==> config.mk <==
export PLATFORM = sky130hd
export DESIGN_NAME = alu_arbiter
export DESIGN_NICKNAME = d
export VERILOG_FILES = /design/src/rtl/alu_arbiter.sv
export SDC_FILE = /design/constraint.sdc
export NUM_CORES = 1
export LEC_CHECK = 0
export BUFFER_PORTS_ARGS = -buffer_cell sky130_fd_sc_hd__buf_2
export CORE_MARGIN = 5
export CORE_UTILIZATION = 45
export DETAILED_ROUTE_END_ITERATION = 8
export PLACE_DENSITY = 0.65
export SLEW_MARGIN = 20
export SYNTH_ARGS = -nofsm -noshare
export SYNTH_HDL_FRONTEND = slang
export SYNTH_SLANG_ARGS = --single-unit
==> constraint.sdc <==
create_clock -name clk -period 5 [get_ports clk]
set_input_delay 1 -clock clk [delete_from_list [all_inputs] [get_ports clk]]
set_output_delay 1 -clock clk [all_outputs]
set_load 0.01 [all_outputs]
==> src/rtl/alu_arbiter.sv <==
// Two-requester front end for a single 32-bit ALU (ADD/SUB/AND/OR, flags {N,Z,C,V}).
// Round-robin grant, one operation in flight, operands and result registered.
module alu_arbiter #(
  parameter int RSP_TIMEOUT = 0
) (
  input  logic        clk,
  input  logic        reset,

  input  logic        req0_valid,
  output logic        req0_ready,
  input  logic [31:0] Req0SrcA,
  input  logic [31:0] Req0SrcB,
  input  logic [1:0]  Req0Ctrl,
  output logic        rsp0_valid,
  input  logic        rsp0_ready,

  input  logic        req1_valid,
  output logic        req1_ready,
  input  logic [31:0] Req1SrcA,
  input  logic [31:0] Req1SrcB,
  input  logic [1:0]  Req1Ctrl,
  output logic        rsp1_valid,
  input  logic        rsp1_ready,

  output logic [31:0] RspResult,
  output logic [3:0]  RspFlag,
  output logic        busy,
  output logic        timeout_err
);

  localparam logic [1:0] ST_IDLE = 2'd0;
  localparam logic [1:0] ST_EXEC = 2'd1;
  localparam logic [1:0] ST_RESP = 2'd2;

  localparam int CNT_W = (RSP_TIMEOUT > 1) ? $clog2(RSP_TIMEOUT) : 1;

  logic [1:0]  state;
  logic [1:0]  state_next;
  logic        last_grant;
  logic        grant;
  logic        op_id;
  logic [31:0] op_a;
  logic [31:0] op_b;
  logic [1:0]  op_ctrl;

  logic        accept;
  logic        rsp_hs;
  logic        timeout_hit;

  logic [32:0] alu_wide;
  logic [31:0] alu_result;
  logic        alu_carry;
  logic        alu_ovf;
  logic [3:0]  alu_flag;

  // Tie goes to whichever requester was not served last.
  always_comb begin
    // NOTE: every always_comb output gets a default first so no path leaves it unassigned (no latch).
    grant = 1'b0;
    if (req0_valid && req1_valid) begin
      grant = ~last_grant;
    end else if (req1_valid) begin
      grant = 1'b1;
    end
  end

  assign req0_ready = (state == ST_IDLE) && req0_valid && !grant;
  assign req1_ready = (state == ST_IDLE) && req1_valid && grant;
  assign accept     = req0_ready || req1_ready;

  assign rsp0_valid = (state == ST_RESP) && !op_id;
  assign rsp1_valid = (state == ST_RESP) && op_id;
  assign rsp_hs     = (rsp0_valid && rsp0_ready) || (rsp1_valid && rsp1_ready);

  assign busy        = (state != ST_IDLE);
  assign timeout_err = timeout_hit;

  generate
    if (RSP_TIMEOUT > 0) begin : g_timeout
      logic [CNT_W-1:0] rsp_cnt;

      // Counter is cleared while in EXEC so it always starts at zero on RESP entry.
      always_ff @(posedge clk or posedge reset) begin
        if (reset) begin
          rsp_cnt <= '0;
        end else if (state == ST_EXEC) begin
          rsp_cnt <= '0;
        end else if ((state == ST_RESP) && !rsp_hs) begin
          rsp_cnt <= rsp_cnt + CNT_W'(1);
        end
      end

      assign timeout_hit = (state == ST_RESP) && !rsp_hs &&
                           (rsp_cnt == CNT_W'(RSP_TIMEOUT - 1));
    end else begin : g_no_timeout
      assign timeout_hit = 1'b0;
    end
  endgenerate

  always_comb begin
    state_next = state;
    case (state)
      ST_IDLE: if (accept) state_next = ST_EXEC;
      ST_EXEC: state_next = ST_RESP;
      ST_RESP: if (rsp_hs || timeout_hit) state_next = ST_IDLE;
      default: state_next = ST_IDLE;
    endcase
  end

  // ALU operates only on the latched operands, never on live requester inputs.
  always_comb begin
    alu_wide   = '0;
    alu_result = '0;
    alu_carry  = 1'b0;
    alu_ovf    = 1'b0;
    case (op_ctrl)
      2'b00: begin
        alu_wide   = {1'b0, op_a} + {1'b0, op_b};
        alu_result = alu_wide[31:0];
        alu_carry  = alu_wide[32];
        alu_ovf    = (~op_a[31] & ~op_b[31] &  alu_result[31]) |
                     ( op_a[31] &  op_b[31] & ~alu_result[31]);
      end
      2'b01: begin
        alu_wide   = {1'b0, op_a} - {1'b0, op_b};
        alu_result = alu_wide[31:0];
        alu_carry  = alu_wide[32];
        alu_ovf    = (~op_a[31] &  op_b[31] &  alu_result[31]) |
                     ( op_a[31] & ~op_b[31] & ~alu_result[31]);
      end
      2'b10:   alu_result = op_a & op_b;
      default: alu_result = op_a | op_b;
    endcase
    alu_flag = {alu_result[31], (alu_result == 32'd0), alu_carry, alu_ovf};
  end

  always_ff @(posedge clk or posedge reset) begin
    if (reset) begin
      // NOTE: every state and datapath register is reset so outputs are defined straight out of reset.
      state      <= ST_IDLE;
      last_grant <= 1'b1;
      op_id      <= 1'b0;
      op_a       <= '0;
      op_b       <= '0;
      op_ctrl    <= '0;
      RspResult  <= '0;
      RspFlag    <= '0;
    end else begin
      // NOTE: non-blocking assignments so every register samples pre-edge values.
      state <= state_next;
      if (accept) begin
        op_id   <= grant;
        op_a    <= grant ? Req1SrcA : Req0SrcA;
        op_b    <= grant ? Req1SrcB : Req0SrcB;
        op_ctrl <= grant ? Req1Ctrl : Req0Ctrl;
      end
      if (state == ST_EXEC) begin
        RspResult <= alu_result;
        RspFlag   <= alu_flag;
      end
      if ((state == ST_RESP) && (rsp_hs || timeout_hit)) begin
        last_grant <= op_id;
      end
    end
  end

endmodule

== After elaboration in Yosys (flattened, before gate mapping) ==
Cells that the tools add are included.

* Add/sub/neg operators: 2
* Multiply operators: 0
* Divide/modulo/power cells: 0
* Magnitude comparators: 0
* Equal/unequal tests: 6
* Shift-type cells: 0
* Multiplexer cells: 11
* Bitwise logic cells: 17
* Reductions and logical operators: 19

{| class="wikitable"
|+ Operator list
! cell !! count
|-
| 32-bit case mux with 3 select lines || 1
|-
| 32-bit two-way mux || 2
|-
| 32-bit by 32-bit adder with 33-bit output || 1
|-
| 32-bit by 32-bit subtractor with 33-bit output || 1
|-
| 32-bit bitwise AND || 1
|-
| 32-bit logical NOT || 1
|-
| 32-bit bitwise OR || 1
|-
| 1-bit logical AND || 10
|-
| 1-bit bitwise AND || 8
|-
| 2-bit two-way mux || 3
|-
| 2-bit case mux with 3 select lines || 1
|-
| 1-bit inverter || 5
|-
| 2-bit by 1-bit == test with 1-bit output, second input constant || 2
|-
| 2-bit == test, second input constant || 2
|-
| 2-bit logical NOT || 2
|-
| 2-bit inequality test, second input constant || 2
|-
| 1-bit case mux with 2 select lines || 2
|-
| 1-bit logical NOT || 2
|-
| 1-bit logical OR || 2
|-
| 1-bit two-way mux || 2
|-
| 1-bit bitwise OR || 2
|-
| 2-bit AND reduction || 1
|-
| 2-bit nonzero test || 1
|}

* Bits in registers: 106
* Bits in latches: 0
* RAM bits: 0
* ROM bits: 0
* Bits of input ports: 138
* Logic and storage cells: 63
* Memories kept: 0

== Depth between registers and ports, before layout ==
Gate-level depths: netlist of run 1.

* Depth after elaboration: 7
* Depth in mapped cells: 15
* Depth with buffers taken out: 15

== Least setup slack after synthesis of run 1 ==
No wires, ideal clock.

* Kind: input-to-output
* From: input port req1_valid
* To: output port req0_ready
* Arrival: 2346 ps
* Data required time: 4000 ps
* Slack: 1654 ps
* Cell stages on the path: 5
* Path buffers: 3
* Cell sequence: a21boi_0 -> clkbuf_1 -> buf_1 -> clkbuf_1 -> nor2_1

* Cells in the longest elaborated chain, start to end: 4

{| class="wikitable"
|+ Ends and longest elaborated chain
! element !! RTL line !! source
|-
| start: declaration || 17 || <nowiki>input logic req1_valid,</nowiki>
|-
| 1-bit two-way mux / 1-bit logical AND (equally long branches) || 62, 60 ||
|-
| 1-bit two-way mux (*) || 60 || <nowiki>if (req0_valid && req1_valid) begin</nowiki>
|-
| 1-bit logical NOT (*) || 67 || <nowiki>assign req0_ready = (state == ST_IDLE) && req0_valid && !grant;</nowiki>
|-
| 1-bit logical AND (*) || 67 ||
|-
| end: declaration || 10 || <nowiki>output logic req0_ready,</nowiki>
|}

Mark *: on every way between the ends. The rest lies on a longest branch, timed or not.

== Worst setup path after layout of run 1 ==
* From: register op_a[1]
* To: register RspFlag[2]

* Cells in the longest elaborated chain, start to end: 3

{| class="wikitable"
|+ Ends and longest elaborated chain
! element !! RTL line !! source
|-
| start: declaration || 42 || <nowiki>logic [31:0] op_a;</nowiki>
|-
| start signal: assignment || 153 || <nowiki>op_a <= grant ? Req1SrcA : Req0SrcA;</nowiki>
|-
| 32-bit by 32-bit subtractor with 33-bit output, or another cell as far along || 125 || <nowiki>alu_wide = {1'b0, op_a} - {1'b0, op_b};</nowiki>
|-
| 32-bit case mux with 3 select lines (*) || 116 || <nowiki>case (op_ctrl)</nowiki>
|-
| 32-bit logical NOT (*) || 134 || <nowiki>alu_flag = {alu_result[31], (alu_result == 32'd0), alu_carry, alu_ovf};</nowiki>
|-
| end signal: assignment || 159 || <nowiki>RspFlag <= alu_flag;</nowiki>
|-
| end: declaration || 26 || <nowiki>output logic [3:0] RspFlag,</nowiki>
|}

Marked as above.
A chain may end at the register's enable or synchronous reset.

==> reports/qor.yml, run 1 <==
outcome:
  status: "complete, no violations"
route:
  ant_nets: 0
  detail_route.wl_per_cell_um: 18.5
  drt_pre_antenna_iters: 5
  number_of_drc_violations_after_detailed_routing_iteration_0: 872
  routed-via-count: 9373
  vias_per_cell: 5.70
  drt_drc_violations_left: 0
  aggregate_routed_wire_length_um: 30400
logic_synthesis:
  top_reg_cell_synth: "sky130_fd_sc_hd__dfrtp_1"
  postSynthCellCount: 1238
  yosys_warnings: 0
  synth_area_leaders: "sky130_fd_sc_hd__dfrtp_1 26%, sky130_fd_sc_hd__ha_1 13%, sky130_fd_sc_hd__mux2i_1 7.9%"
  netlist.area_leader.share_pct: 26.1
  synth_seq_cells: 105
  number_of_enable_flip_flop_cells_after_synthesis: 0
  synth-seq-area-share_pct: 26.3
  synth_async_sr_flop_share_pct: 100
  synthesis.area_um2: 9990
  yosys.area.top_type: "sky130_fd_sc_hd__dfrtp_1"
  post_synth_net_total: 1482
  number_of_distinct_library_cells_after_synthesis: 85
  avgSynthCellArea_um2: 8.07
clocking:
  clockBufferDepth: 2
  cts_post_setup_buffers_inserted: 0
  cts_hold_repair.buffers: 0
  clock_sink_count: 105
  tritoncts_clock_tree: "yes"
  cts_max_level: 3
  cts_root_buffer: "sky130_fd_sc_hd__clkbuf_16"
  post_cts.resized_instances: 0
  clock_latency_ns: 0.36
  cts_made_buffers: 9
  clock_edge_transition_at_the_registers_on_the_reported_setup_and_hold_paths_ns: 0.08
final_layout:
  layout-drive-gt1-share_pct: 18.8
  nFillCells: 2215
  final-seq-area_um2: 2630
  finish.net_count: 1604
  area.growth.synth_to_final_pct: 13.2
  multi_input_comb_area_um2: 6630
  antenna_diode_count: 0
floorplan:
  dieArea_um2: 25300
  floorplan.io_pins: 180
  placeableCoreArea_um2: 21800
  die_span_y_um: 159
  die-width_um: 159
  row_count: 54
  start_util_pct: 45.8
critical_path:
  timing.setup.critical_path_class: "flop to flop"
  reg2reg_setup_slack_ns: 1.05
  path_max_fanout: 5
  cp-start-kind: "flop"
  cp_data_arrival_time_ns: 4.24
  setup.worst_path.end_class: "flop"
  cp_data_required_time_ns: 5.29
timing:
  max_clock_freq_mhz: 253
  skew_ns: 0.0188
  post-route-period-util_pct: 79.0
  finalSetupViolCount: 0
  maxSlewHeadroom_pct: 30.3
  layout_min_cycle_time_ns: 3.95
  worst_pin_slew_ns: 1.04
  timing_hold_violations_final: 0
  slew_violations: 0
  unrepaired_setup_endpoints_after_global_routing: "no"
  fin_tns_setup_ns: 0
job:
  max_capacitance_violation_count: 0
place:
  dp.final_hpwl_um: 23300
  port_buffers: 178
  globalplace.congestion: 0.978
global_routing:
  grt_antenna_before_repair: 0
  maximum_number_of_pins_on_one_net_before_global_route_repair: 70
  grt_pass1_vias: 8990
  grt.overflow.total: 0
  grt_first_pass_wirelength_um: 49000
  grt.total_usage_pct: 23.3
min_path:
  worstHoldPathType: "flop to flop"
## cells in the mapped netlist (10+ instances only)
cell / n
sky130_fd_sc_hd__nor2b_1: 10
sky130_fd_sc_hd__nand3_1: 20
sky130_fd_sc_hd__inv_1: 108
sky130_fd_sc_hd__nor3_1: 19
sky130_fd_sc_hd__a21o_1: 18
sky130_fd_sc_hd__xnor2_1: 24
sky130_fd_sc_hd__and2_1: 11
sky130_fd_sc_hd__nor4_1: 10
sky130_fd_sc_hd__buf_1: 11
sky130_fd_sc_hd__clkbuf_1: 45
sky130_fd_sc_hd__o21ai_0: 61
sky130_fd_sc_hd__buf_2: 16
sky130_fd_sc_hd__a21oi_1: 135
sky130_fd_sc_hd__nand2_1: 95
sky130_fd_sc_hd__dfrtp_1: 104
sky130_fd_sc_hd__nor2_1: 146
sky130_fd_sc_hd__o31ai_1: 14
sky130_fd_sc_hd__a211oi_1: 15
sky130_fd_sc_hd__ha_1: 104
sky130_fd_sc_hd__mux2i_1: 79
## stage by stage
step / area (um^2) / hold WS (ns) / util (%) / cells / setup slack [ns]
after detailed placement: 11000 / 0.464 / 50.4 / 1629 / 1.12
after global routing: 11300 / 0.502 / 51.8 / 1645 / 0.829
after global placement: 11000 / 0.456 / 50.4 / 1629 / 1.08
final: 11300 / 0.478 / 51.8 / 1645 / 1.05
after CTS: 11300 / 0.482 / 51.8 / 1645 / 1.07
after floorplan: 9990 / 0.503 / - / 1238 / 1.24
## layout by cell type, fill, tap and decap left out, types with 18 or more instances in the layout
cell type,Yosys,final
sky130_fd_sc_hd__xnor2_1,24,24
sky130_fd_sc_hd__ha_1,104,104
sky130_fd_sc_hd__nand3_1,20,20
sky130_fd_sc_hd__nand2_1,95,95
sky130_fd_sc_hd__mux2i_1,79,79
sky130_fd_sc_hd__nor2_1,146,145
sky130_fd_sc_hd__dfrtp_1,104,103
sky130_fd_sc_hd__inv_1,108,106
sky130_fd_sc_hd__a21o_1,18,18
sky130_fd_sc_hd__a21oi_1,135,135
sky130_fd_sc_hd__buf_2,16,178
sky130_fd_sc_hd__o21ai_0,61,61
sky130_fd_sc_hd__nor3_1,19,19
## flip-flops by register name, summed over array words and instances, names as in the netlist
signal,count
op_a,32
RspResult,32
op_b,32
RspFlag,3
last_grant,1
op_id,1
state,2
op_ctrl,2
## worst max-delay path, cell delays in order (launching register included)
cell and delay (ns):
sky130_fd_sc_hd__dfrtp_1 0.46, sky130_fd_sc_hd__inv_1 0.11, sky130_fd_sc_hd__ha_1 0.32, sky130_fd_sc_hd__a21o_1 0.19, sky130_fd_sc_hd__and4_1 0.29, sky130_fd_sc_hd__o211ai_1 0.34
sky130_fd_sc_hd__o211ai_2 0.21, sky130_fd_sc_hd__a2111oi_1 0.72, sky130_fd_sc_hd__a311oi_2 0.08, sky130_fd_sc_hd__xnor2_1 0.19, sky130_fd_sc_hd__a2111oi_0 0.50, sky130_fd_sc_hd__and4_1 0.29
sky130_fd_sc_hd__nand4_1 0.09, sky130_fd_sc_hd__nand2_1 0.08
## cell families (layout without fill, tap and decap cells)
family,count (synthesis),in the layout,synth area share (%)
AO/OA/AOI/OAI,365,365,24.4
XOR/XNOR,27,27,2.37
adder cells (fa/ha/maj),106,106,13.4
buffers and inverters,188,315,7.53
flip-flops,105,105,26.3
multiplexers,91,91,9.72
other,1,1,0.0375
AND/OR/NAND/NOR,355,355,16.2
## cell type report
class,count,area share [%]
Multi-Input combinational cell,945,58.6
Sequential cell,105,23.3
Timing Repair Buffer,189,8.61
Inverter,110,3.67
Tap cell,280,3.10
Clock buffer,11,2.23
Clock inverter,5,0.531
## metal layers
layer	wire length [um]	GRT usage, %	vias to the layer above
met1	14800	35.0	4388
met4	423	5.47	0
li1	-	-	4599
met3	2000	3.62	32
met2	13200	35.2	354
met5	0	0	-
## path summary, 6_finish.rpt
| path | from | end | cells after the start |
|---|---|---|---|
| min in group asynchronous | reset | op_b[11]$_DFFE_PP0P_ | 2 |
| max in group asynchronous | reset | op_a[12]$_DFFE_PP0P_ | 3 |
| hold / removal | RspResult[22]$_DFFE_PP0N_ | RspResult[22]$_DFFE_PP0N_ | 2 |
| setup reg to reg | op_a[1]$_DFFE_PP0P_ | RspFlag[2]$_DFFE_PP0N_ | 13 |
| hold reg to reg | RspResult[22]$_DFFE_PP0N_ | RspResult[22]$_DFFE_PP0N_ | 2 |
| setup / recovery | op_a[1]$_DFFE_PP0P_ | RspFlag[2]$_DFFE_PP0N_ | 13 |
Power of run 1 is not shown: default switching activity piles up to over one toggle a cycle in this logic, so the estimate is an artifact.
==> run 2: changes to the inputs <==
PLACE_DENSITY = 0.67   (was 0.65)
clock period = 3.2 ns   (was 5 ns; I/O delays follow)
==> reports/qor.yml, run 2 (synthesized netlist as in run 1, its figures left out) <==
timing:
  fin_tns_setup_ns: -0.305  # -0.305 ns
  max_clock_freq_mhz: 296  # +17%
  post-route-period-util_pct: 106  # +27 points
  finalSetupViolCount: 3  # +3
  worst_pin_slew_ns: 0.762  # -0.278 ns
  slew_violations: 0  # unchanged
  timing.final.ws_setup_ns: -0.177  # -1.23 ns
  unrepaired_setup_endpoints_after_global_routing: "yes"
  skew_ns: 0.00951  # -0.00933 ns
  timing_hold_violations_final: 0  # unchanged
  layout_min_cycle_time_ns: 3.38  # -0.572 ns
  maxSlewHeadroom_pct: 48.9  # +19 points
clocking:
  cts_hold_repair.buffers: 0  # unchanged
  tritoncts_clock_tree: "yes"
  cts_max_level: 3  # unchanged
  clock_edge_transition_at_the_registers_on_the_reported_setup_and_hold_paths_ns: 0.08  # about the same
  cts_root_buffer: "sky130_fd_sc_hd__clkbuf_16"
  cts_made_buffers: 9  # unchanged
  clock_sink_count: 105  # unchanged
  clockBufferDepth: 2  # unchanged
  clock_latency_ns: 0.37  # about the same
floorplan:
  dieArea_um2: 25300  # unchanged
  placeableCoreArea_um2: 21800  # unchanged
  die_span_y_um: 159  # unchanged
  start_util_pct: 45.8  # unchanged
  die-width_um: 159  # unchanged
  row_count: 54  # unchanged
  floorplan.io_pins: 180  # unchanged
global_routing:
  met2_usage_pct: 39.8  # +4.5 points
  grt.overflow.total: 0  # unchanged
  met1_track_demand_over_resource_in_global_routing_pct: 37.4  # +2.4 points
  grt_first_pass_wirelength_um: 53300  # +8.8%
  grt_pass1_vias: 9939  # +11%
  grt_antenna_before_repair: 0  # unchanged
  globalRoute.busiestLayer: "met2"
  grt.total_usage_pct: 25.3  # +2.0 points
  grt_use_met3_pct: 3.75  # +0.13 points
  maximum_number_of_pins_on_one_net_before_global_route_repair: 134  # +91%
critical_path:
  critPathBufInv: 3  # +2
  cp_top_family: "compound AO/OA/AOI/OAI gates"
  path_cells: "inv_2 > ha_4 > inv_2 > fa_2 > nor2b_4 > o211ai_4 > a2111oi_4 > buf_4 > o21ai_4 > nand3_4 > o2111ai_2 > o2111ai_2 > a2111oi_4 > and4_4 > nand4_1 > nand2_1"
  cp_data_required_time_ns: 3.50  # -1.79 ns
  timing.critical_path.slowest_stage_cell: "sky130_fd_sc_hd__dfrtp_1"
  path_depth: 16  # +3
  cp_data_arrival_time_ns: 3.68  # -0.56 ns
  path_max_fanout: 3  # -2
  cp-start-kind: "flop"
  timing.setup.critical_path_class: "flop to flop"
  timing.critical_path.from: "op_a[0]$_DFFE_PP0P_"
  cp_slowest_stage_delay_ns: 0.41  # -0.31 ns
  worst-r2r-cell-count: 16  # +3
  critical_path.reg2reg.startpoint: "op_a[0]$_DFFE_PP0P_"
  setup.worst_path.end_class: "flop"
final_layout:
  area.growth.synth_to_final_pct: 38.5
  commonest_non_fill_non_tap_cell_in_the_layout: "sky130_fd_sc_hd__buf_4"
  finish.net_count: 1858  # +16%
  antenna_diode_count: 0  # unchanged
  layout-drive-gt1-share_pct: 36.4  # +18 points
  layout.cells.most_common_list: "257 x sky130_fd_sc_hd__buf_4, 178 x sky130_fd_sc_hd__buf_2, 142 x sky130_fd_sc_hd__nor2_1"
  reg.largest.list: "RspResult (32), op_a (32), op_b (32)"
route:
  number_of_drc_violations_after_detailed_routing_iteration_0: 726  # -17%
  drt_pre_antenna_iters: 5  # unchanged
  aggregate_routed_wire_length_um: 33300  # +9.6%
  detail_route.wl_per_cell_um: 17.5  # -5.1%
  drt_drc_violations_left: 0  # unchanged
  ant_nets: 0  # unchanged
  routed-via-count: 10276  # +9.6%
  vias_per_cell: 5.41  # -5.0%
job:
  max_capacitance_violation_count: 0  # unchanged
place:
  port_buffers: 178  # unchanged
  dp.final_hpwl_um: 26200  # +12%
  globalplace.congestion: 0.952  # -2.6%
  preCtsSetupSlack_ns: -0.457  # -1.58 ns
outcome:
  status: "finished with violations"
  violations: "negative setup slack"
min_path:
  worstHoldPathType: "input pin to async pin"
[run 2: cell types whose count changed in the layout (fill, tap and decap cells not counted), sizes merged]
cell	before	now
buf	189	443
bufinv	1	0
clkbuf	11	9
clkinv	2	3
inv	111	113
[run 2: metal layers]
metal	wire length, um	vias up
li1	-	5107
met1	15800	4813
met2	15100	321
met3	1850	35
met4	545	0
met5	0	-
[run 2: layout make-up]
cell class / instances / area [um^2]
Clock inverter: 7 / 68.8
Clock buffer: 9 / 225
Fill cell: 1977 / 7990
Inverter: 110 / 417
Sequential cell: 105 / 2630
Multi-Input combinational cell: 945 / 7200
Timing Repair Buffer: 443 / 2950
Tap cell: 280 / 350
[run 2: worst paths after layout]
| check | end | slack, ns |
|---|---|---|
| max in group asynchronous | op_b[24]$_DFFE_PP0P_ | 1.99 |
| max reg2reg | RspFlag[2]$_DFFE_PP0N_ | -0.18 |
| max | RspFlag[2]$_DFFE_PP0N_ | -0.18 |
| min | op_a[2]$_DFFE_PP0P_ | 0.36 |
| min reg2reg | RspResult[18]$_DFFE_PP0N_ | 0.48 |
| min in group clk | RspResult[18]$_DFFE_PP0N_ | 0.48 |
[run 2: timing repair]
| action | in CTS | in global routing |
|---|---|---|
| setup endpoints to repair | 8 | 13 |
| gates resized for setup | 55 | 59 |
| buffers inserted | 10 | 12 |
| cloned | 0 | 0 |
| pin swaps | 27 | 38 |
[run 2: through the flow]
| step | hold slack (ns) | cells | utilization, % | area [um^2] |
|---|---|---|---|---|
| after floorplan | 0.503 | 1238 | - | 9990 |
| after global placement | 0.454 | 1861 | 58.6 | 12800 |
| after detailed placement | 0.467 | 1861 | 58.6 | 12800 |
| after CTS | 0.394 | 1887 | 61.6 | 13400 |
| after global routing | 0.430 | 1899 | 63.4 | 13800 |
| final | 0.364 | 1899 | 63.4 | 13800 |
Power of run 2 is left out for the same reason.
==> run 3: changes to the inputs <==
PLACE_DENSITY = 0.69   (was 0.67)
clock period = 2.88 ns   (was 3.2 ns; I/O delays follow)
==> reports/qor.yml, run 3 (synthesized netlist as in run 1, its figures left out) <==
route:
  m1WireLength_um: 16300  # +2.9%
  aggregate_routed_wire_length_um: 35600  # +6.9%
  dr_wl_met3_um: 1960  # +6.0%
  met2_wirelength_um: 16800  # +11%
  number_of_drc_violations_after_detailed_routing_iteration_0: 622  # -14%
  routed-via-count: 10662  # +3.8%
  drt_drc_violations_left: 0  # unchanged
  ant_nets: 0  # unchanged
  detail_route.wl_per_cell_um: 18.2  # +3.9%
  drt_pre_antenna_iters: 6  # +1
  topRoutingLayerUsed: "met4"
  vias_per_cell: 5.46  # +0.84%
final_layout:
  layout-drive-gt1-share_pct: 41.2  # +4.8 points
  antenna_diode_count: 0  # unchanged
  layout.cells.most_common_list: "307 x sky130_fd_sc_hd__buf_4, 178 x sky130_fd_sc_hd__buf_2, 138 x sky130_fd_sc_hd__nor2_1"
  area.growth.synth_to_final_pct: 46.4
  nFillCells: 1853  # -6.3%
  finalCoreUtilization_pct: 67.0  # +3.6 points
  reg.largest.list: "RspResult (32), op_a (32), op_b (32)"
  commonest_non_fill_non_tap_cell_in_the_layout: "sky130_fd_sc_hd__buf_4"
  final_cell_count_no_fill: 1954  # +2.9%
  finish.net_count: 1913  # +3.0%
outcome:
  violations: "negative setup slack"
  status: "finished with violations"
clocking:
  clock_sink_count: 105  # unchanged
  cts_max_level: 3  # unchanged
  clock_edge_transition_at_the_registers_on_the_reported_setup_and_hold_paths_ns: 0.08  # about the same
  clockBufferDepth: 2  # unchanged
  clock_latency_ns: 0.37  # about the same
  cts_made_buffers: 9  # unchanged
  tritoncts_clock_tree: "yes"
  cts_hold_repair.buffers: 0  # unchanged
  cts_root_buffer: "sky130_fd_sc_hd__clkbuf_16"
timing:
  skew_ns: 0.0105  # +0.00100 ns
  max_clock_freq_mhz: 307  # +3.5%
  fin_tns_setup_ns: -2.12  # -1.81 ns
  worst_pin_slew_ns: 0.693  # -0.0693 ns
  finalSetupViolCount: 14  # +11
  layout_min_cycle_time_ns: 3.26  # -0.115 ns
  timing_hold_violations_final: 0  # unchanged
  unrepaired_setup_endpoints_after_global_routing: "yes"
  post-route-period-util_pct: 113  # +7.7 points
  timing.final.ws_setup_ns: -0.382  # -0.205 ns
  maxSlewHeadroom_pct: 53.5  # +4.6 points
  slew_violations: 0  # unchanged
critical_path:
  timing.setup.critical_path_class: "flop to flop"
  path_max_fanout: 3  # unchanged
  setup.worst_path.end_class: "flop"
  cp_data_required_time_ns: 3.13  # -0.37 ns
  cp-start-kind: "flop"
  path_cells: "buf_6 > ha_4 > inv_2 > fa_2 > nor2b_4 > o2111ai_4 > a211oi_4 > o21ai_2 > a2111oi_4 > or2_4 > a31o_4 > mux2i_2 > a21oi_1 > nand4_1 > nand2_1"
  cp_data_arrival_time_ns: 3.52  # -0.16 ns
  timing.critical_path.slowest_stage_cell: "sky130_fd_sc_hd__a2111oi_4"
  cp_slowest_stage_delay_ns: 0.42  # about the same
global_routing:
  grt_antenna_before_repair: 0  # unchanged
  grt.total_usage_pct: 26.2  # +0.91 points
  grt_pass1_vias: 10551  # +6.2%
  maximum_number_of_pins_on_one_net_before_global_route_repair: 134  # unchanged
  grt_first_pass_wirelength_um: 54900  # +2.9%
  grt.overflow.total: 0  # unchanged
floorplan:
  die-width_um: 159  # unchanged
  row_count: 54  # unchanged
  die_span_y_um: 159  # unchanged
  placeableCoreArea_um2: 21800  # unchanged
  start_util_pct: 45.8  # unchanged
  floorplan.io_pins: 180  # unchanged
  dieArea_um2: 25300  # unchanged
min_path:
  worstHoldPathType: "input pin to async pin"
place:
  globalplace.congestion: 0.964  # +1.2%
  dp.final_hpwl_um: 27100  # +3.7%
  placed_cells: 1920  # +3.2%
  port_buffers: 178  # unchanged
job:
  max_capacitance_violation_count: 0  # unchanged
==> run 3: cell count changes in the layout (fill, tap and decap cells not counted), moves of 6 or more <==
cell and change:
sky130_fd_sc_hd__a21oi_1 -10, sky130_fd_sc_hd__a21oi_2 +8, sky130_fd_sc_hd__buf_4 +50, sky130_fd_sc_hd__ha_1 -7, sky130_fd_sc_hd__inv_1 -7, sky130_fd_sc_hd__inv_2 +6
sky130_fd_sc_hd__o21ai_0 -8
==> run 3: worst paths after layout <==
check	startpoint	end	slack (ns)	depth (start not counted)
min in group clk	rsp1_ready	last_grant$_DFFE_PP1P_	0.46	2
max in group asynchronous	reset	RspResult[17]$_DFFE_PP0N_	2.03	3
hold / removal	reset	RspResult[9]$_DFFE_PP0N_	0.34	3
setup / recovery	op_a[0]$_DFFE_PP0P_	RspFlag[2]$_DFFE_PP0N_	-0.38	15
setup reg to reg	op_a[0]$_DFFE_PP0P_	RspFlag[2]$_DFFE_PP0N_	-0.38	15
hold reg to reg	RspResult[22]$_DFFE_PP0N_	RspResult[22]$_DFFE_PP0N_	0.48	2
==> run 3: timing repair <==
item                                    CTS  global route
endpoints found under the setup margin   19            24
gates resized for setup                  66           123
buffers inserted                         12            16
pin swaps                                31            67
==> run 3: routing by layer <==
| layer | GRT usage, % | up-vias |
|---|---|---|
| met4 | 7.17 | 0 |
| met1 | 37.4 | 5056 |
| li1 | - | 5228 |
| met2 | 42.2 | 327 |
| met3 | 3.24 | 51 |
| met5 | 0 | - |
==> run 3: critical path, delay by kind of cell, from the launching register on <==
kind,cells,cell delay [ns]
AO/OA/AOI/OAI,6,1.29
adder cells (fa/ha/maj),2,0.54
buffers and inverters,2,0.17
flip-flops,1,0.39
multiplexers,1,0.24
AND/OR/NAND/NOR,4,0.52
==> run 3: cell type report <==
cell class | instances | area, um^2 | area share (%)
multi-input combinational | 945 | 7520 | 51.5
tap | 280 | 350 | 2.40
clock buffer | 10 | 239 | 1.63
clock inverter | 6 | 71.3 | 0.488
inverter | 110 | 419 | 2.87
sequential | 105 | 2630 | 18.0
timing repair buffer | 498 | 3390 | 23.2
==> run 3: metrics by stage <==
step / hold slack [ns] / setup WS [ns] / area (um^2)
after floorplan: 0.503 / -0.0237 / 10000
after global placement: 0.455 / -0.383 / 13200
after detailed placement: 0.460 / -0.458 / 13200
after CTS: 0.404 / -0.402 / 14000
after global routing: 0.409 / -0.489 / 14600
final: 0.344 / -0.382 / 14600
Power of run 3 is left out for the same reason.
